$ cat src/rtl/rv_pkg.sv
// rv_pkg: shared RV32 opcode encodings, NOP word and fetch FSM state type.
//   Imported by imm_gen and inst_fetch_unit.
package rv_pkg;

    localparam logic [6:0] OP_IMM = 7'b0010011;
    localparam logic [6:0] OP     = 7'b0110011;
    localparam logic [6:0] LOAD   = 7'b0000011;
    localparam logic [6:0] STORE  = 7'b0100011;
    localparam logic [6:0] BRANCH = 7'b1100011;
    localparam logic [6:0] LUI    = 7'b0110111;
    localparam logic [6:0] AUIPC  = 7'b0010111;
    localparam logic [6:0] JAL    = 7'b1101111;
    localparam logic [6:0] JALR   = 7'b1100111;

    // addi x0, x0, 0
    localparam logic [31:0] NOP = 32'h0000_0013;

    typedef enum logic [1:0] {
        ST_IDLE = 2'd0,
        ST_BUSY = 2'd1,
        ST_DONE = 2'd2
    } fetch_state_t;

endpackage

$ cat src/rtl/inst_fetch_unit_if.sv
// inst_fetch_unit_if: req/ack instruction memory port.
//   imem_req   request, held until ack (or timeout)
//   imem_addr  fetch address, stable while imem_req=1
//   imem_rdata instruction word, valid with imem_ack
//   imem_ack   one-cycle data-valid strobe
//   master = fetch unit side, slave = memory side.
interface inst_fetch_unit_if #(
    parameter int ADDR_W = 32
);
    logic              imem_req;
    logic [ADDR_W-1:0] imem_addr;
    logic [31:0]       imem_rdata;
    logic              imem_ack;

    modport master (output imem_req, imem_addr, input imem_rdata, imem_ack);
    modport slave  (input imem_req, imem_addr, output imem_rdata, imem_ack);
endinterface

$ cat src/rtl/inst_fetch_unit_imm_gen.sv
// imm_gen: combinational sign-extended immediate from an RV32 instruction word.
//   ir  in  32  instruction
//   imm out 32  I/S/B/U/J immediate by opcode, 0 for any other opcode
module imm_gen
    import rv_pkg::*;
(
    input  logic [31:0] ir,
    output logic [31:0] imm
);
    logic [6:0]  op;
    logic [31:0] i_imm, s_imm, b_imm, u_imm, j_imm;

    assign op    = ir[6:0];
    assign i_imm = {{20{ir[31]}}, ir[31:20]};
    assign s_imm = {{20{ir[31]}}, ir[31:25], ir[11:7]};
    assign b_imm = {{19{ir[31]}}, ir[31], ir[7], ir[30:25], ir[11:8], 1'b0};
    assign u_imm = {ir[31:12], 12'b0};
    assign j_imm = {{11{ir[31]}}, ir[31], ir[19:12], ir[20], ir[30:21], 1'b0};

    always_comb begin
        imm = (op == OP_IMM || op == LOAD || op == JALR) ? i_imm :
              (op == STORE)                              ? s_imm :
              (op == BRANCH)                             ? b_imm :
              (op == LUI || op == AUIPC)                 ? u_imm :
              (op == JAL)                                ? j_imm : 32'b0;
    end
endmodule

$ cat src/rtl/inst_fetch_unit.sv
// inst_fetch_unit: multi-cycle fetch stage owning PC and IR, with decoded IR fields.
//   clk, rst            clock, synchronous active-high reset
//   fetch_req           start a fetch at pc (sampled in IDLE only)
//   pc_ld, pc_ld_val    PC load, wins over the +4 increment, any state
//   imem                inst_fetch_unit_if.master memory port
//   ir, opcode, funct3, funct7, rs1, rs2, rd, imm   instruction and decoded fields
//   pc                  next fetch address
//   pc_cur              address of the instruction held in ir
//   fetch_busy          high in BUSY
//   fetch_done          one-cycle pulse in DONE
//   fetch_err           sticky watchdog timeout flag
// Optional feature macro: FETCH_TIMEOUT_EN enables the BUSY watchdog (TIMEOUT_CYC);
// without it BUSY waits indefinitely and fetch_err is tied low.
module inst_fetch_unit
    import rv_pkg::*;
#(
    parameter int              ADDR_W   = 32,
    parameter logic [ADDR_W-1:0] RESET_PC = '0
`ifdef FETCH_TIMEOUT_EN
    ,
    parameter int              TIMEOUT_CYC = 16
`endif
) (
    input  logic              clk,
    input  logic              rst,
    input  logic              fetch_req,
    input  logic              pc_ld,
    input  logic [ADDR_W-1:0] pc_ld_val,
    inst_fetch_unit_if.master imem,
    output logic [31:0]       ir,
    output logic [6:0]        opcode,
    output logic [2:0]        funct3,
    output logic [6:0]        funct7,
    output logic [4:0]        rs1,
    output logic [4:0]        rs2,
    output logic [4:0]        rd,
    output logic [31:0]       imm,
    output logic [ADDR_W-1:0] pc,
    output logic [ADDR_W-1:0] pc_cur,
    output logic              fetch_busy,
    output logic              fetch_done,
    output logic              fetch_err
);
    fetch_state_t state_q, state_d;
    logic start, accept, timeout;

    assign start      = (state_q == ST_IDLE) && fetch_req;
    assign accept     = (state_q == ST_BUSY) && imem.imem_ack;
    assign fetch_busy = (state_q == ST_BUSY);
    assign fetch_done = (state_q == ST_DONE);

    always_ff @(posedge clk) begin
        if (rst) state_q <= ST_IDLE;
        else     state_q <= state_d;
    end

    always_comb begin
        state_d = state_q;
        case (state_q)
            ST_IDLE: state_d = fetch_req ? ST_BUSY : ST_IDLE;
            ST_BUSY: state_d = (imem.imem_ack || timeout) ? ST_DONE : ST_BUSY;
            ST_DONE: state_d = ST_IDLE;
            default: state_d = ST_IDLE;
        endcase
    end

    // imem_addr is only written on start, so a pc_ld while BUSY redirects
    // the next fetch without disturbing the request in flight.
    always_ff @(posedge clk) begin
        if (rst) begin
            pc             <= RESET_PC;
            pc_cur         <= RESET_PC;
            imem.imem_addr <= RESET_PC;
            imem.imem_req  <= 1'b0;
            ir             <= NOP;
        end else begin
            if (start) begin
                imem.imem_addr <= pc_ld ? pc_ld_val : pc;
                imem.imem_req  <= 1'b1;
            end
            if (accept || timeout) imem.imem_req <= 1'b0;
            if (accept) begin
                ir     <= imem.imem_rdata;
                pc_cur <= imem.imem_addr;
            end
            pc <= pc_ld ? pc_ld_val : accept ? imem.imem_addr + ADDR_W'(4) : pc;
        end
    end

`ifdef FETCH_TIMEOUT_EN
    localparam int WD_W = $clog2(TIMEOUT_CYC + 1);
    logic [WD_W-1:0] wd;

    // Fires on the TIMEOUT_CYC-th BUSY cycle without an ack.
    assign timeout = (state_q == ST_BUSY) && !imem.imem_ack && (wd == WD_W'(TIMEOUT_CYC - 1));

    always_ff @(posedge clk) begin
        if (rst) begin
            wd        <= '0;
            fetch_err <= 1'b0;
        end else begin
            wd        <= (state_q == ST_BUSY && !timeout) ? wd + 1'b1 : '0;
            fetch_err <= timeout ? 1'b1 : start ? 1'b0 : fetch_err;
        end
    end
`else
    assign timeout   = 1'b0;
    assign fetch_err = 1'b0;
`endif

    assign opcode = ir[6:0];
    assign funct3 = ir[14:12];
    assign funct7 = ir[31:25];
    assign rs1    = ir[19:15];
    assign rs2    = ir[24:20];
    assign rd     = ir[11:7];

    imm_gen u_imm_gen (
        .ir  (ir),
        .imm (imm)
    );
endmodule

$ cat src/flat_wrapper.sv
// flat-port wrapper written by rule: the top's interface ports become plain ports
module inst_fetch_unit_flat import rv_pkg::*;
#(
    parameter int              ADDR_W   = 32,
    parameter logic [ADDR_W-1:0] RESET_PC = '0

)
  (clk, rst, fetch_req, pc_ld, pc_ld_val, ir, opcode, funct3, funct7, rs1, rs2, rd, imm, pc, pc_cur, fetch_busy, fetch_done, fetch_err, imem_imem_req, imem_imem_addr, imem_imem_rdata, imem_imem_ack);
  inst_fetch_unit_if #(.ADDR_W(ADDR_W)) imem_i ();
  input  logic clk;
  input  logic rst;
  input  logic fetch_req;
  input  logic pc_ld;
  input  logic [ADDR_W-1:0] pc_ld_val;
  output logic [31:0] ir;
  output logic [6:0] opcode;
  output logic [2:0] funct3;
  output logic [6:0] funct7;
  output logic [4:0] rs1;
  output logic [4:0] rs2;
  output logic [4:0] rd;
  output logic [31:0] imm;
  output logic [ADDR_W-1:0] pc;
  output logic [ADDR_W-1:0] pc_cur;
  output logic fetch_busy;
  output logic fetch_done;
  output logic fetch_err;
  output wire logic [$bits(imem_i.imem_req)-1:0] imem_imem_req;
  output wire logic [$bits(imem_i.imem_addr)-1:0] imem_imem_addr;
  input wire logic [$bits(imem_i.imem_rdata)-1:0] imem_imem_rdata;
  input wire logic [$bits(imem_i.imem_ack)-1:0] imem_imem_ack;
  assign imem_imem_req = imem_i.imem_req;
  assign imem_imem_addr = imem_i.imem_addr;
  assign imem_i.imem_rdata = imem_imem_rdata;
  assign imem_i.imem_ack = imem_imem_ack;
  inst_fetch_unit #(.ADDR_W(ADDR_W), .RESET_PC(RESET_PC)) u_core (.clk(clk), .rst(rst), .fetch_req(fetch_req), .pc_ld(pc_ld), .pc_ld_val(pc_ld_val), .imem(imem_i), .ir(ir), .opcode(opcode), .funct3(funct3), .funct7(funct7), .rs1(rs1), .rs2(rs2), .rd(rd), .imm(imm), .pc(pc), .pc_cur(pc_cur), .fetch_busy(fetch_busy), .fetch_done(fetch_done), .fetch_err(fetch_err));
endmodule
$ cat config.mk
export PLATFORM = sky130hd
export DESIGN_NAME = inst_fetch_unit_flat
export DESIGN_NICKNAME = d
export VERILOG_FILES = /design/src/rtl/rv_pkg.sv /design/src/rtl/inst_fetch_unit_if.sv /design/src/rtl/inst_fetch_unit_imm_gen.sv /design/src/rtl/inst_fetch_unit.sv /design/src/flat_wrapper.sv
export SDC_FILE = /design/constraint.sdc
export NUM_CORES = 1
export LEC_CHECK = 0
export CAP_MARGIN = 25
export CORE_MARGIN = 2
export CORE_UTILIZATION = 30
export CTS_CLUSTER_SIZE = 8
export DETAILED_ROUTE_END_ITERATION = 10
export GPL_ROUTABILITY_DRIVEN = 1
export SETUP_SLACK_MARGIN = 0.4
export SLEW_MARGIN = 20
export SYNTH_ARGS = -nofsm -noshare
export SYNTH_HDL_FRONTEND = slang
export SYNTH_HIERARCHICAL = 1
export SYNTH_SLANG_ARGS = --single-unit
$ cat constraint.sdc
create_clock -name clk -period 5.7 [get_ports clk]
set_input_delay 1.71 -clock clk [delete_from_list [all_inputs] [get_ports clk]]
set_output_delay 1.71 -clock clk [all_outputs]
set_load 0.01 [all_outputs]
==> impl_metrics.ini, run 1 <==
[worst_setup_path]
cp.required_ns = 3.99
critPathBufInv = 1
cp-end-kind = output port
worst-path-max-fanout = 13
cp_top_family = compound AO/OA/AOI/OAI gates
path_cells = and2_4, o21ai_2, a21oi_2, a21o_1, clkdlybuf4s50_1
slowest_stage = dfxtp_1
slowest_delay_ns = 0.61
worstPathArrival_ns = 2.53
critPathLaunchType = register
path_class = reg2out

[clocking]
cts_tree = built
clk_pin_slew_worst_paths_ns = 0.06
cts_hold_buf = 0
h-tree-depth = 4
ctsResizeCount = 0
cts_buffers = 17
max-clock-path-buffers = 2
clk_latency_ns = 0.42
post_cts_buffers = 0
ctsRootBufferMaster = clkbuf_16
cts_num_sinks = 131

[global_route]
gr-usage-all-layers = 0.194
grt_pass1_vias = 6003
grt_max_degree = 75
grt_pass1_wl_microns = 33800
antenna_found_initial = 0
grt_overflow = 0

[timing]
finalMaxSlewViolations = 0
clock-skew-final_ns = 0.00656
slew-limit-headroom = 0.418
timing.final.crit_share = 0.744
finalSetupViolCount = 0
finalHoldViolations = 0
fin_tns_setup_ns = 0
worst_pin_slew_ns = 0.874
min_period_ns = 4.24
rsz0062_at_grt = no
fmaxAchievable_mhz = 236

[layout]
fin_cells = 1265
nets = 1048
drive_gt1_frac = 0.0636
layout_common_cells = clkdlybuf4s50_1 (261), nand2_1 (153), dfxtp_1 (131), a21oi_1 (83), nor2_1 (66)
syn2layout_area_growth_pct = 49.8
layout_commonest_cell = clkdlybuf4s50_1
n_antenna_cell = 0
fill_cells = 2129

[synthesis]
synth_area_sq_um = 6340
synth-main-ff-cell = dfxtp_1
seq_area_frac_synth = 0.413
synth-edff-count = 0
synth_warnings = 6
synthCells = 782
syn_area_per_cell_sq_um = 8.11
ys_ff_latch = 131
yosysUniqueCellTypes = 66
syn-num-nets = 852
async_reset_ff_frac = 0

[die]
fp.dieH_microns = 149
initial_utilization = 0.304
core_sq_um = 20900
rows = 53
io_pins = 265
die-area_sq_um = 22300
die_x_microns = 149

[pwr]
p_leak_uw = 0.00347
max-vdd-ir-drop_v = 0.000208
cellPowerDensity_nw_per_um2 = 278

[drt]
drt_wl_total_microns = 22300
dr.pass1.iters = 7
detail_route.iter0.violations = 311
viasPerCell = 5.01
ant_nets = 0
num_vias = 6340
routedWlPerCell_microns = 17.6
drc = 0

[place]
dp.cells = 1234
port_buffers = 263
gp_congestion = 0.823
hpwl_microns = 15500

[hold_path]
hold_class = reg2reg

[status]
run_status = complete, no violations

[job]
maxCapViolations = 0
-- flip-flops by register name (all words and copies together), names as in the netlist --
register and count:
u_core/imem.imem_addr 32, u_core/pc 32, u_core/ir 32, u_core/imem.imem_req 1, u_core/state_q 2, u_core/pc_cur 32
-- power breakdown --
part | switching, uW | internal (uW) | total [uW]
registers | 76.9 | 965 | 1040
clock network | 431 | 757 | 1190
logic | 191 | 218 | 410
total | 699 | 1940 | 2640
-- cell families after synthesis --
| kind of cell | count (synthesis) | share of synthesized area |
|---|---|---|
| AO/OA/AOI/OAI | 201 | 0.207 |
| XOR/XNOR | 18 | 0.0249 |
| adder cells (fa/ha/maj) | 1 | 0.00197 |
| buffers and inverters | 99 | 0.0846 |
| flip-flops | 131 | 0.413 |
| multiplexers | 29 | 0.0458 |
| other | 1 | 0.000591 |
| AND/OR/NAND/NOR | 302 | 0.221 |
-- tightest hold or removal path: stages, from the launching register on --
cell     delay, ns
dfxtp_1       0.31
nand2_1       0.05
a21oi_1       0.05
-- path summary, 6_finish.rpt --
kind / startpoint / end / slack (ns) / cells past startpoint
worst min register to register: u_core/pc_cur[30]$_SDFFE_PP0P_ / u_core/pc_cur[30]$_SDFFE_PP0P_ / 0.45 / 2
worst max-delay path: u_core/ir[6]$_SDFFE_PP0P_ / imm[27] / 1.46 / 5
worst min-delay path: u_core/pc_cur[30]$_SDFFE_PP0P_ / u_core/pc_cur[30]$_SDFFE_PP0P_ / 0.45 / 2
worst max register to register: u_core/imem.imem_addr[4]$_SDFFE_PP0P_ / u_core/pc[28]$_SDFFE_PP0P_ / 3.18 / 5
-- layer usage --
| metal | routed length (microns) | up-vias | global-route usage |
|---|---|---|---|
| li1 | - | 3096 | - |
| met1 | 9360 | 2967 | 0.238 |
| met2 | 10700 | 262 | 0.331 |
| met3 | 2020 | 15 | 0.0576 |
| met4 | 226 | 0 | 0.0524 |
| met5 | 0 | - | 0 |
-- synthesized netlist by cell type (2+ instances only) --
master | number | share of area
nor2_2 | 2 | 0.0020
a22oi_1 | 12 | 0.014
nor3_1 | 3 | 0.0024
nand4_2 | 2 | 0.0039
clkbuf_1 | 49 | 0.029
o31a_1 | 3 | 0.0041
nor3b_1 | 3 | 0.0036
o21ai_0 | 13 | 0.010
o22ai_1 | 4 | 0.0039
a311oi_1 | 6 | 0.0083
buf_1 | 5 | 0.0030
and3_1 | 4 | 0.0039
dfxtp_1 | 131 | 0.41
nor4_1 | 9 | 0.0089
or3_1 | 3 | 0.0030
a21o_1 | 19 | 0.022
nand2b_1 | 6 | 0.0059
buf_4 | 36 | 0.043
or4_1 | 2 | 0.0024
mux2i_1 | 29 | 0.046
nand3b_1 | 4 | 0.0047
a21oi_2 | 3 | 0.0041
inv_1 | 4 | 0.0024
nor2_1 | 66 | 0.039
xor2_1 | 11 | 0.015
and4_1 | 2 | 0.0028
a211oi_1 | 31 | 0.037
a31oi_1 | 2 | 0.0020
o31a_2 | 2 | 0.0032
a222oi_1 | 7 | 0.011
nor3_2 | 2 | 0.0032
nor2b_1 | 4 | 0.0039
nand2_1 | 153 | 0.091
and2_1 | 7 | 0.0069
nand4_1 | 7 | 0.0069
a22o_1 | 4 | 0.0055
buf_6 | 2 | 0.0036
nand3_1 | 14 | 0.011
a21oi_1 | 83 | 0.065
xnor2_1 | 7 | 0.0097
-- cell type report --
| class | instances | area [sq um] | area share |
|---|---|---|---|
| Tap cell | 275 | 344 | 0.0362 |
| Inverter | 4 | 15.0 | 0.00158 |
| Clock inverter | 11 | 176 | 0.0186 |
| Clock buffer | 20 | 457 | 0.0481 |
| Timing Repair Buffer | 272 | 2700 | 0.284 |
| Sequential cell | 131 | 2620 | 0.276 |
| Multi-Input combinational cell | 552 | 3190 | 0.336 |
-- per-stage QoR --
stage	cell area, sq um	util	setup WS (ns)	total power, uW	hold slack (ns)
finish	9500	0.455	1.46	2640	0.454
detailed placement	8870	0.425	1.82	1470	0.447
floorplan	6340	-	2.73	1250	0.481
CTS	9500	0.455	1.45	2670	0.455
global placement	8860	0.424	1.84	1470	0.442
global route	9500	0.455	1.33	2750	0.471
(Power assumes the default switching activity.)
==> inputs of run 2 (changes only) <==
- clock period: 5.7 -> 4.2 ns (I/O delays scaled with it)
==> run 2 against run 1 <==
Effect of this change:
- clock power rose by 28%
- combinational power rose by 36%
- cell count rose by 0.40%
- global-route usage fell by 0.25 points
- power rose by 32%
- sequential share of layout area fell by 0.054 points
- register-to-register slack got worse by 1.5 ns
- setup slack got worse by 0.91 ns
- die area did not move
- sequential power rose by 36%
- wire length fell by 1.9%
- critical endpoint is now imm[18]
- largest cell class unchanged
==> impl_metrics.ini, run 2 (synthesis results as in run 1) <==
[worst_setup_path]
cp.required_ns = 2.94
worstPathArrival_ns = 2.39
worst-path-max-fanout = 11
path_class = reg2out
cp-end-kind = output port
critPathLaunchType = register

[die]
fp.dieH_microns = 149
die-area_sq_um = 22300
die_x_microns = 149
initial_utilization = 0.304
io_pins = 265
rows = 53
core_sq_um = 20900

[timing]
finalHoldViolations = 0
finalMaxSlewViolations = 0
slew-limit-headroom = 0.533
min_period_ns = 3.65
fin_tns_setup_ns = 0
clock-skew-final_ns = 0.00950
worst_pin_slew_ns = 0.700
rsz0062_at_grt = no
timing.final.crit_share = 0.870
fmaxAchievable_mhz = 274
finalSetupViolCount = 0

[pwr]
swShare = 0.268
clkPwrFrac = 0.436
max-vdd-ir-drop_v = 0.000265
comb_power_share = 0.160
fin_total_pwr_uw = 3500
p_leak_uw = 0.00348
p_sw_uw = 935
p_seq_frac = 0.404
internal-power_uw = 2560
cellPowerDensity_nw_per_um2 = 367

[clocking]
cts_hold_buf = 0
max-clock-path-buffers = 2
cts_buffers = 17
cts_tree = built
ctsRootBufferMaster = clkbuf_16
h-tree-depth = 4
ctsResizeCount = 0
post_cts_buffers = 0
clk_latency_ns = 0.42
cts_num_sinks = 131
clk_pin_slew_worst_paths_ns = 0.06

[layout]
final_util = 0.456
drive_gt1_frac = 0.0674
multiInputGateArea_sq_um = 3210
layout_commonest_cell = clkdlybuf4s50_1
syn2layout_area_growth_pct = 50.1
nets = 1051
layout_common_cells = clkdlybuf4s50_1 (261), nand2_1 (153), dfxtp_1 (131), a21oi_1 (83), nor2_1 (66)
fin_cells = 1270
seq_area_sq_um = 2620
fill_cells = 2126

[drt]
num_vias = 6319
drc = 0
detail_route.iter0.violations = 356
dr.pass1.iters = 5
ant_nets = 0
drt_wl_total_microns = 21900
viasPerCell = 4.98
routedWlPerCell_microns = 17.2

[place]
port_buffers = 263
dp.cells = 1237
gp_congestion = 0.781
hpwl_microns = 15300

[job]
maxCapViolations = 0

[status]
run_status = complete, no violations

[global_route]
grt_overflow = 0
gr-usage-all-layers = 0.192
grt_max_degree = 69
grt_pass1_vias = 5869
antenna_found_initial = 0
grt_pass1_wl_microns = 33400

[hold_path]
hold_class = reg2reg
[run 2: cell count changes in the layout (fill, tap and decap cells not counted), sizes merged]
cell | before | now
bufinv | 4 | 3
inv | 6 | 5
clkinv | 1 | 4
buf | 11 | 14
diode | 0 | 1
[run 2: path summary, 6_finish.rpt]
path | start | depth (start not counted) | slack [ns] | to
hold / removal | u_core/pc_cur[30]$_SDFFE_PP0P_ | 2 | 0.45 | u_core/pc_cur[30]$_SDFFE_PP0P_
hold reg to reg | u_core/pc_cur[30]$_SDFFE_PP0P_ | 2 | 0.45 | u_core/pc_cur[30]$_SDFFE_PP0P_
setup reg to reg | u_core/imem.imem_addr[4]$_SDFFE_PP0P_ | 5 | 1.64 | u_core/pc[28]$_SDFFE_PP0P_
setup / recovery | u_core/ir[3]$_SDFFE_PP0P_ | 5 | 0.55 | imm[18]
[run 2: worst max-delay path: stages, from the launching register on]
cell	delay, ns
dfxtp_1	0.47
nor3b_1	0.32
a31oi_1	0.09
nor2_2	0.37
a21o_1	0.19
clkdlybuf4s50_1	0.54
[run 2: routing by layer]
| layer | global-route usage | share of wire |
|---|---|---|
| met1 | 0.241 | 0.42 |
| met5 | 0 | 0 |
| met4 | 0.0533 | 0.013 |
| met2 | 0.315 | 0.46 |
| met3 | 0.0631 | 0.098 |
[run 2: layout make-up]
class,instances,area share
antenna,1,0.000263
clock inverter,12,0.0164
tap,275,0.0361
clock buffer,20,0.0469
inverter,4,0.00158
multi-input combinational,552,0.337
timing repair buffer,275,0.286
sequential,131,0.275
[run 2: power groups by stage]
stage	Clock, uW	Sequential, uW	Combinational, uW
after CTS	1570	1410	562
final	1520	1410	559
after detailed placement	0	1440	559
after floorplan	0	1430	261
after global routing	1620	1430	607
after global placement	0	1440	558
[run 2: through the flow]
step	setup WS [ns]	hold slack, ns	area, sq um
after global routing	0.425	0.474	9520
after detailed placement	0.794	0.449	8900
after CTS	0.417	0.457	9510
after global placement	0.873	0.441	8900
after floorplan	1.68	0.481	6340
final	0.547	0.454	9520
==> inputs of run 3 (changes only) <==
- CELL_PAD_IN_SITES_DETAIL_PLACEMENT: default -> 0
- CELL_PAD_IN_SITES_GLOBAL_PLACEMENT: default -> 2
- CORE_UTILIZATION: 30 -> 23
- PLACE_DENSITY_LB_ADDON: default -> 0.1
- TNS_END_PERCENT: default -> 5
==> run 3 against run 2 <==
Effect of this change:
- clock-buffer cell count down 1
- clock skew about the same
- highest routed layer is now met5
- via count down 0.22%
- first-iteration DRC count down 5.9%
- wire length up 13%
- sequential share of layout area down 0.32 points
- critical path type unchanged
- largest cell class unchanged
- largest power group unchanged
- sequential power about the same
- die area up 30%
==> impl_metrics.ini, run 3 (synthesis results as in run 1) <==
[timing]
timing.final.crit_share = 0.873
finalHoldViolations = 0
fmaxAchievable_mhz = 273
fin_tns_setup_ns = 0
clock-skew-final_ns = 0.00957
min_period_ns = 3.67
finalSetupViolCount = 0
finalMaxSlewViolations = 0
timing.hold.ws_ns = 0.454
rsz0062_at_grt = no
worst_pin_slew_ns = 0.756
slew-limit-headroom = 0.496

[clocking]
max-clock-path-buffers = 2
cts_hold_buf = 0
h-tree-depth = 4
clk_pin_slew_worst_paths_ns = 0.06
cts_tree = built
cts_buffers = 17
ctsRootBufferMaster = clkbuf_16
clk_latency_ns = 0.41
cts_num_sinks = 131

[worst_setup_path]
slowest_delay_ns = 0.53
rr_endpoint = u_core/pc[28]$_SDFFE_PP0P_
cp.required_ns = 2.94
critPathBufInv = 1
worst-path-max-fanout = 13
cp_top_family = simple AND/OR/NAND/NOR gates
path_class = reg2out
slowest_stage = clkdlybuf4s50_1
critPathLaunchType = register
worstPathArrival_ns = 2.41
cp-end-kind = output port
cp-startpoint = u_core/ir[6]$_SDFFE_PP0P_
rrSetupSlack_ns = 1.60
cp.depth = 5
crit_end = imm[14]
r2r_cells = 5
path_cells = nor3b_1, a31oi_1, nor2_4, a21o_1, clkdlybuf4s50_1
r2r-start = u_core/imem.imem_addr[4]$_SDFFE_PP0P_

[global_route]
grt_pass1_wl_microns = 37800
antenna_found_initial = 1
gr-usage-all-layers = 0.170
grt_max_degree = 92
grt_overflow = 0
grt_pass1_vias = 6100

[die]
fp.dieH_microns = 170
die-area_sq_um = 28900
core_sq_um = 27000
rows = 60
initial_utilization = 0.235
die_x_microns = 170
io_pins = 265

[drt]
detail_route.iter0.violations = 335
routedWlPerCell_microns = 18.6
ant_nets = 0
viasPerCell = 4.74
num_vias = 6305
drt_wl_total_microns = 24800
dr.pass1.iters = 5
drc = 0

[status]
run_status = complete, no violations

[hold_path]
hold_class = reg2reg

[layout]
n_antenna_cell = 0
fin_area_sq_um = 9640
layout_commonest_cell = clkdlybuf4s50_1
layout_common_cells = clkdlybuf4s50_1 (261), nand2_1 (153), dfxtp_1 (130), a21oi_1 (83), nor2_1 (66)
drive_gt1_frac = 0.0646
syn2layout_area_growth_pct = 51.9
fin_cells = 1331
nets = 1048

[pwr]
p_leak_uw = 0.00349
max-vdd-ir-drop_v = 0.000238
cellPowerDensity_nw_per_um2 = 379

[place]
gp_congestion = 0.732
dp.cells = 1300
port_buffers = 263
placed_area_sq_um = 8980
hpwl_microns = 16900

[job]
maxCapViolations = 0
run 3: cell types whose count changed in the layout (fill, tap and decap cells not counted), sizes merged:
cell      change
clkinvlp      -1
clkbuf        -1
bufinv        +2
buf           -3
clkinv        -1
diode         -1
run 3: timing repair:
action / 4_1_cts / 5_1_grt
resized for setup: 1 / 2
setup buffers: 0 / 0
setup endpoints to repair: 1 / 11
run 3: where the power goes:
| part | internal (uW) | switching, uW | total [uW] |
|---|---|---|---|
| combinational | 298 | 264 | 563 |
| sequential | 1310 | 103 | 1410 |
| clock | 1070 | 604 | 1670 |
| total | 2680 | 972 | 3650 |
run 3: layout make-up:
cell class                      instances  area, sq um
Fill cell                            2888        17400
Multi-Input combinational cell        552         3210
Timing Repair Buffer                  272         2720
Sequential cell                       131         2620
Clock buffer                           19          443
Tap cell                              341          427
Clock inverter                         12          204
Inverter                                4         15.0
run 3: layer usage:
metal | part of all wire | track usage
met1 | 0.46 | 0.220
met2 | 0.48 | 0.287
met3 | 0.055 | 0.0423
met4 | 0.0049 | 0.0346
met5 | 0.00052 | 0
run 3: metrics by stage:
stage	util	total power, uW	setup WS, ns
6_report	0.357	3650	0.534
5_1_grt	0.357	3830	0.418
4_1_cts	0.356	3720	0.418
3_5_place_dp	0.332	2010	0.855
3_3_place_gp	0.332	2010	0.906
2_1_floorplan	-	1690	1.68
run 3: worst min-delay path, delay by kind of cell (launching register included):
family	cells	cell delay [ns]
AOI/OAI and AO/OA	1	0.05
DFF	1	0.31
and+or+nand+nor	1	0.05
run 3: how the worst min path moves through the flow:
stage	to	start	slack [ns]	cells past startpoint
floorplan	u_core/pc_cur[0]$_SDFFE_PP0P_	u_core/pc_cur[0]$_SDFFE_PP0P_	0.48	2
global placement	u_core/pc_cur[12]$_SDFFE_PP0P_	u_core/pc_cur[12]$_SDFFE_PP0P_	0.44	2
detailed placement	u_core/pc_cur[29]$_SDFFE_PP0P_	u_core/pc_cur[29]$_SDFFE_PP0P_	0.45	2
CTS	u_core/pc_cur[29]$_SDFFE_PP0P_	u_core/pc_cur[29]$_SDFFE_PP0P_	0.46	2
global route	u_core/pc_cur[12]$_SDFFE_PP0P_	u_core/pc_cur[12]$_SDFFE_PP0P_	0.47	2
finish	u_core/pc_cur[27]$_SDFFE_PP0P_	u_core/pc_cur[27]$_SDFFE_PP0P_	0.45	2
